$ cat src/rtl/serializer_tx_if.sv
// Parallel-word handshake and serial-stream bundle for serializer_tx.
// data_in moves on a rising edge only when data_valid && data_ready are both high on that edge.
interface serializer_tx_if #(
  parameter int WIDTH = 8
);
  logic [WIDTH-1:0] data_in;
  logic             data_valid;
  logic             data_ready;
  logic             ser_out;
  logic             ser_valid;
  logic             word_done;
  logic             state_dbg;

  modport master (
    output data_in, data_valid,
    input  data_ready, ser_out, ser_valid, word_done, state_dbg
  );

  modport slave (
    input  data_in, data_valid,
    output data_ready, ser_out, ser_valid, word_done, state_dbg
  );
endinterface

$ cat src/rtl/serializer_tx.sv
// Parallel-to-serial transmitter with a one-word holding register so that
// back-to-back words stream without an idle bit between them.
module serializer_tx #(
  parameter int WIDTH     = 8,
  parameter int MSB_FIRST = 1
) (
  input  logic            clk,
  input  logic            rst_n,
  serializer_tx_if.slave  bus
);
  localparam int              CW      = $clog2(WIDTH);
  localparam int              OUT_IDX = (MSB_FIRST != 0) ? WIDTH - 1 : 0;
  localparam logic [CW-1:0]   LAST    = CW'(WIDTH - 1);

  typedef enum logic {IDLE = 1'b0, SHIFT = 1'b1} state_e;

  state_e           state_q, state_d;
  logic [WIDTH-1:0] sr_q, sr_d;
  logic [WIDTH-1:0] hr_q, hr_d;
  logic             hr_full_q, hr_full_d;
  logic [CW-1:0]    cnt_q, cnt_d;

  logic             data_ready;
  logic             transfer;
  logic             last_bit;
  logic [WIDTH-1:0] sr_shifted;

  // Ready is forced low during reset so nothing can be accepted before release.
  assign data_ready = rst_n && !hr_full_q;
  assign transfer   = bus.data_valid && data_ready;
  assign last_bit   = (cnt_q == LAST);
  assign sr_shifted = (MSB_FIRST != 0) ? {sr_q[WIDTH-2:0], 1'b0}
                                       : {1'b0, sr_q[WIDTH-1:1]};

  always_comb begin
    state_d   = state_q;
    sr_d      = sr_q;
    hr_d      = hr_q;
    hr_full_d = hr_full_q;
    cnt_d     = cnt_q;
    case (state_q)
      IDLE: begin
        if (transfer) begin
          sr_d    = bus.data_in;
          cnt_d   = '0;
          state_d = SHIFT;
        end
      end
      SHIFT: begin
        if (!last_bit) begin
          sr_d  = sr_shifted;
          cnt_d = cnt_q + CW'(1);
          if (transfer) begin
            hr_d      = bus.data_in;
            hr_full_d = 1'b1;
          end
        end else if (hr_full_q) begin
          sr_d      = hr_q;
          hr_full_d = 1'b0;
          cnt_d     = '0;
        end else if (transfer) begin
          sr_d  = bus.data_in;
          cnt_d = '0;
        end else begin
          cnt_d   = '0;
          state_d = IDLE;
        end
      end
      default: state_d = IDLE;
    endcase
  end

  always_ff @(posedge clk or negedge rst_n) begin
    if (!rst_n) begin
      state_q   <= IDLE;
      sr_q      <= '0;
      hr_q      <= '0;
      hr_full_q <= 1'b0;
      cnt_q     <= '0;
    end else begin
      state_q   <= state_d;
      sr_q      <= sr_d;
      hr_q      <= hr_d;
      hr_full_q <= hr_full_d;
      cnt_q     <= cnt_d;
    end
  end

  // Idle line sits high so a downstream detector never sees a spurious zero.
  assign bus.data_ready = data_ready;
  assign bus.ser_valid  = (state_q == SHIFT);
  assign bus.ser_out    = (state_q == SHIFT) ? sr_q[OUT_IDX] : 1'b1;
  assign bus.word_done  = (state_q == SHIFT) && last_bit;
  assign bus.state_dbg  = state_q;
endmodule

$ cat src/flat_wrapper.sv
// flat-port wrapper written by rule: the top's interface ports become plain ports
module serializer_tx_flat 
#(
  parameter int WIDTH     = 8,
  parameter int MSB_FIRST = 1
)
  (clk, rst_n, bus_data_in, bus_data_valid, bus_data_ready, bus_ser_out, bus_ser_valid, bus_word_done, bus_state_dbg);
  serializer_tx_if #(.WIDTH(WIDTH)) bus_i ();
  input  logic clk;
  input  logic rst_n;
  input wire logic [$bits(bus_i.data_in)-1:0] bus_data_in;
  input wire logic [$bits(bus_i.data_valid)-1:0] bus_data_valid;
  output wire logic [$bits(bus_i.data_ready)-1:0] bus_data_ready;
  output wire logic [$bits(bus_i.ser_out)-1:0] bus_ser_out;
  output wire logic [$bits(bus_i.ser_valid)-1:0] bus_ser_valid;
  output wire logic [$bits(bus_i.word_done)-1:0] bus_word_done;
  output wire logic [$bits(bus_i.state_dbg)-1:0] bus_state_dbg;
  assign bus_i.data_in = bus_data_in;
  assign bus_i.data_valid = bus_data_valid;
  assign bus_data_ready = bus_i.data_ready;
  assign bus_ser_out = bus_i.ser_out;
  assign bus_ser_valid = bus_i.ser_valid;
  assign bus_word_done = bus_i.word_done;
  assign bus_state_dbg = bus_i.state_dbg;
  serializer_tx #(.WIDTH(WIDTH), .MSB_FIRST(MSB_FIRST)) u_core (.clk(clk), .rst_n(rst_n), .bus(bus_i));
endmodule
$ cat config.mk
export PLATFORM = sky130hd
export DESIGN_NAME = serializer_tx_flat
export DESIGN_NICKNAME = d
export VERILOG_FILES = /design/src/rtl/serializer_tx_if.sv /design/src/rtl/serializer_tx.sv /design/src/flat_wrapper.sv
export SDC_FILE = /design/constraint.sdc
export NUM_CORES = 1
export LEC_CHECK = 0
export BUFFER_PORTS_ARGS = -buffer_cell sky130_fd_sc_hd__buf_2
export CAP_MARGIN = 20
export CORE_UTILIZATION = 49
export CTS_CLUSTER_SIZE = 12
export DETAILED_ROUTE_END_ITERATION = 6
export PLACE_DENSITY = 0.71
export SLEW_MARGIN = 20
export SYNTH_ARGS = -nofsm -noshare
export SYNTH_HDL_FRONTEND = slang
export SYNTH_SLANG_ARGS = --single-unit
$ cat constraint.sdc
create_clock -name clk -period 2.1 [get_ports clk]
set_clock_uncertainty 0.2 [all_clocks]
set_input_delay 0.42 -clock clk [delete_from_list [all_inputs] [get_ports clk]]
set_output_delay 0.42 -clock clk [all_outputs]
set_load 0.02 [all_outputs]
==> results.sh <==
export IMPL_run_status="finished, final reports clean"
export IMPL_io_pins=16
export IMPL_setup_tns_final_ns=0
export IMPL_yosysTopAreaCell="dfrtp_1"
export IMPL_multi_input_area_um2=423
export IMPL_rsz0062_at_grt="no"
export IMPL_port_buffers=15
export IMPL_cts_buffer_depth=2
export IMPL_synth_avg_cell_area_um2=11.1
export IMPL_holdPathStages=2
export IMPL_antenna_found_initial=0
export IMPL_grt_usage=0.229
export IMPL_ys_top_cells_by_area="dfrtp_1, mux2_2, nand2_1"
export IMPL_antenna_cells=0
export IMPL_cts_buffers=3
export IMPL_reg2reg_depth=6
export IMPL_cpLargestDelayFamily="buffers and inverters"
export IMPL_fillers=144
export IMPL_wire_per_inst_um=15.4
export IMPL_cts_root_buf="clkbuf_4"
export IMPL_path_clk_slew_ns=0.12
export IMPL_p_leak_nw=0.552
export IMPL_coreArea_um2=1780
export IMPL_viasPerCell=5.67
export IMPL_slowest_stage="dlygate4sd3_1"
export IMPL_dieArea_um2=2160
export IMPL_synth_seq_cells=21
export IMPL_clock_latency_ns=0.30
export IMPL_peakVddDrop_mv=0.757
export IMPL_nNetsFinal=129
export IMPL_yosysUniqueCellTypes=21
export IMPL_powerDensity_nw_per_um2=1440
export IMPL_cts_tree="yes"
export IMPL_max_stage_delay_ns=0.53
export IMPL_rr_startpoint="u_core.cnt_q[1]"
export IMPL_drc=0
export IMPL_crit_type="input pin to output port"
export IMPL_synth_commonest_cells="dfrtp_1, nand2_1, mux2_2, o22ai_1, a32oi_1"
export IMPL_synth_edf_count=0
export IMPL_drt_total_wl_um=2150
export IMPL_rows=15
export IMPL_synth_cells=87
export IMPL_regArea_um2=526
export IMPL_fin_crit_sh=0.956
export IMPL_maxCapViolCount=0
export IMPL_hold_end="u_core.hr_q[6]"
export IMPL_drt_iter0_drc=43
export IMPL_dr_pass1_iters=4
export IMPL_mappedNetlistNets=100
export IMPL_maxClockFrequency_mhz=498
export IMPL_ys_warn_count=0
export IMPL_reg2reg_to="u_core.hr_q[1]"
export IMPL_maxSlewHeadroom=0.722
export IMPL_worst_pin_slew_ns=0.417
export IMPL_path_cells="dlygate4sd3_1, buf_2, nor2b_1, buf_2"
export IMPL_cp_start_kind="input pin"
export IMPL_path_common_cell="buf_2"
export IMPL_crit_buf_inv=3
export IMPL_rrSetupSlack_ns=0.20
export IMPL_grt_pass1_wl_um=3390
export IMPL_synth_top_area_frac=0.543
export IMPL_ys_flop_type="dfrtp_1"
export IMPL_drv_slew=0
export IMPL_syn_area_um2=967
export IMPL_h_tree_depth=1
export IMPL_vias=794
export IMPL_dpl_hpwl_um=1470
export IMPL_grt_max_degree=15
export IMPL_place_congestion=0.784
export IMPL_ys_seq_area_frac=0.543
export IMPL_drive_gt1_frac=0.391
export IMPL_hold_violations=0
export IMPL_area_growth_pct=24.7
export IMPL_finalNonFillerCells=140
export IMPL_crit_arrival_ns=1.39
export IMPL_overflow=0
export IMPL_synth_most_common_cell="dfrtp_1"
export IMPL_min_from="bus_data_in[6]"
export IMPL_end_kind="output port"
export IMPL_die_x_um=46.4
export IMPL_period_needed_ns=2.01
export IMPL_placedCellCount=129
export IMPL_synth_async_sr_flop_share=1.00
export IMPL_die_h_um=46.4
export IMPL_clock_sinks=21
export IMPL_crit_fanout=5
export IMPL_hold_class="input pin to register"
export IMPL_ant_nets=0
export IMPL_grt_pass1_vias=726
export IMPL_start_util=0.542
export IMPL_setup_viol=0
export IMPL_cp_required_ns=1.48
==> how the worst max path moves through the flow <==
stage	from	to	slack [ns]	cells past startpoint
6_report	rst_n	bus_data_ready	0.09	4
3_5_place_dp	u_core.cnt_q[0]	u_core.sr_q[4]	0.15	6
4_1_cts	u_core.cnt_q[0]	bus_word_done	0.01	5
2_1_floorplan	u_core.cnt_q[0]	u_core.hr_q[0]	0.24	5
5_1_grt	rst_n	bus_data_ready	0.04	4
3_3_place_gp	u_core.cnt_q[0]	u_core.hr_q[0]	0.23	6
==> state kept, by name, summed over array words and instances, names as in the netlist <==
| name | count |
|---|---|
| u_core.hr_q | 8 |
| u_core.hr_full_q | 1 |
| u_core.cnt_q | 3 |
| u_core.sr_q | 8 |
| u_core.bus.ser_valid | 1 |
==> report_power, final <==
part	internal (W)	switching, W
Clock	0.0000709	0.000124
Sequential	0.000608	0.000154
Combinational	0.000395	0.000382
==> layout by cell type (no fill, tap or decap) <==
master / n
nand2b_1: 2
buf_6: 1
ha_4: 1
nand3b_1: 2
nand2_1: 20
o21ai_2: 1
inv_1: 2
a32o_1: 1
buf_4: 12
dfrtp_1: 21
nor2b_1: 1
o22ai_1: 8
and3b_1: 1
ha_2: 1
dlygate4sd3_1: 2
a32oi_1: 7
clkbuf_4: 3
mux2_4: 1
mux2_2: 8
and2_4: 1
nor2_2: 1
clkinv_2: 1
buf_2: 14
o21ai_0: 3
==> logic make-up after synthesis <==
| group | share of synthesized area |
|---|---|
| AOI/OAI and AO/OA | 0.146 |
| adders and majority gates | 0.0259 |
| buffers and inverters | 0.0414 |
| DFF | 0.543 |
| muxes | 0.109 |
| and+or+nand+nor | 0.135 |
==> timing repair <==
action,in CTS,in global routing
buffers inserted,3,3
resized for setup,5,3
hold buffers,2,0
gates cloned,0,0
pin swaps,0,2
hold endpoints to repair,7,0
setup endpoints to repair,1,8
==> metrics by stage <==
stage	worst slack, ns	hold WS [ns]	total power (W)	utilization	cell area [um2]
2_1_floorplan	0.242	-0.0756	0.00123	-	967
6_report	0.0925	0.158	0.00173	0.676	1210
3_3_place_gp	0.229	0.0900	0.00140	0.613	1090
3_5_place_dp	0.146	0.0851	0.00144	0.613	1090
5_1_grt	0.0367	0.144	0.00188	0.676	1210
4_1_cts	0.0104	0.160	0.00168	0.660	1180
==> cell type report <==
| type | count | area share |
|---|---|---|
| Timing Repair Buffer | 29 | 0.159 |
| Sequential cell | 21 | 0.436 |
| Clock buffer | 3 | 0.0187 |
| Clock inverter | 1 | 0.00415 |
| Tap cell | 25 | 0.0259 |
| Multi-Input combinational cell | 59 | 0.351 |
| Inverter | 2 | 0.00622 |
==> worst reg2reg max path: cells and delay by family (launching register included) <==
family        cells  cell delay [ns]
flops             1             0.41
fa+ha+maj         2             0.38
simple gates      2             0.34
mux               1             0.33
buf+inv           1             0.15
==> routing by layer <==
metal	GRT usage	vias to the layer above	share of wire
met5	0	-	0
met4	0.0706	0	0.021
met2	0.347	39	0.47
met1	0.328	379	0.45
li1	-	370	-
met3	0.0471	6	0.056
No activity file was read; power rests on OpenSTA's default activity.
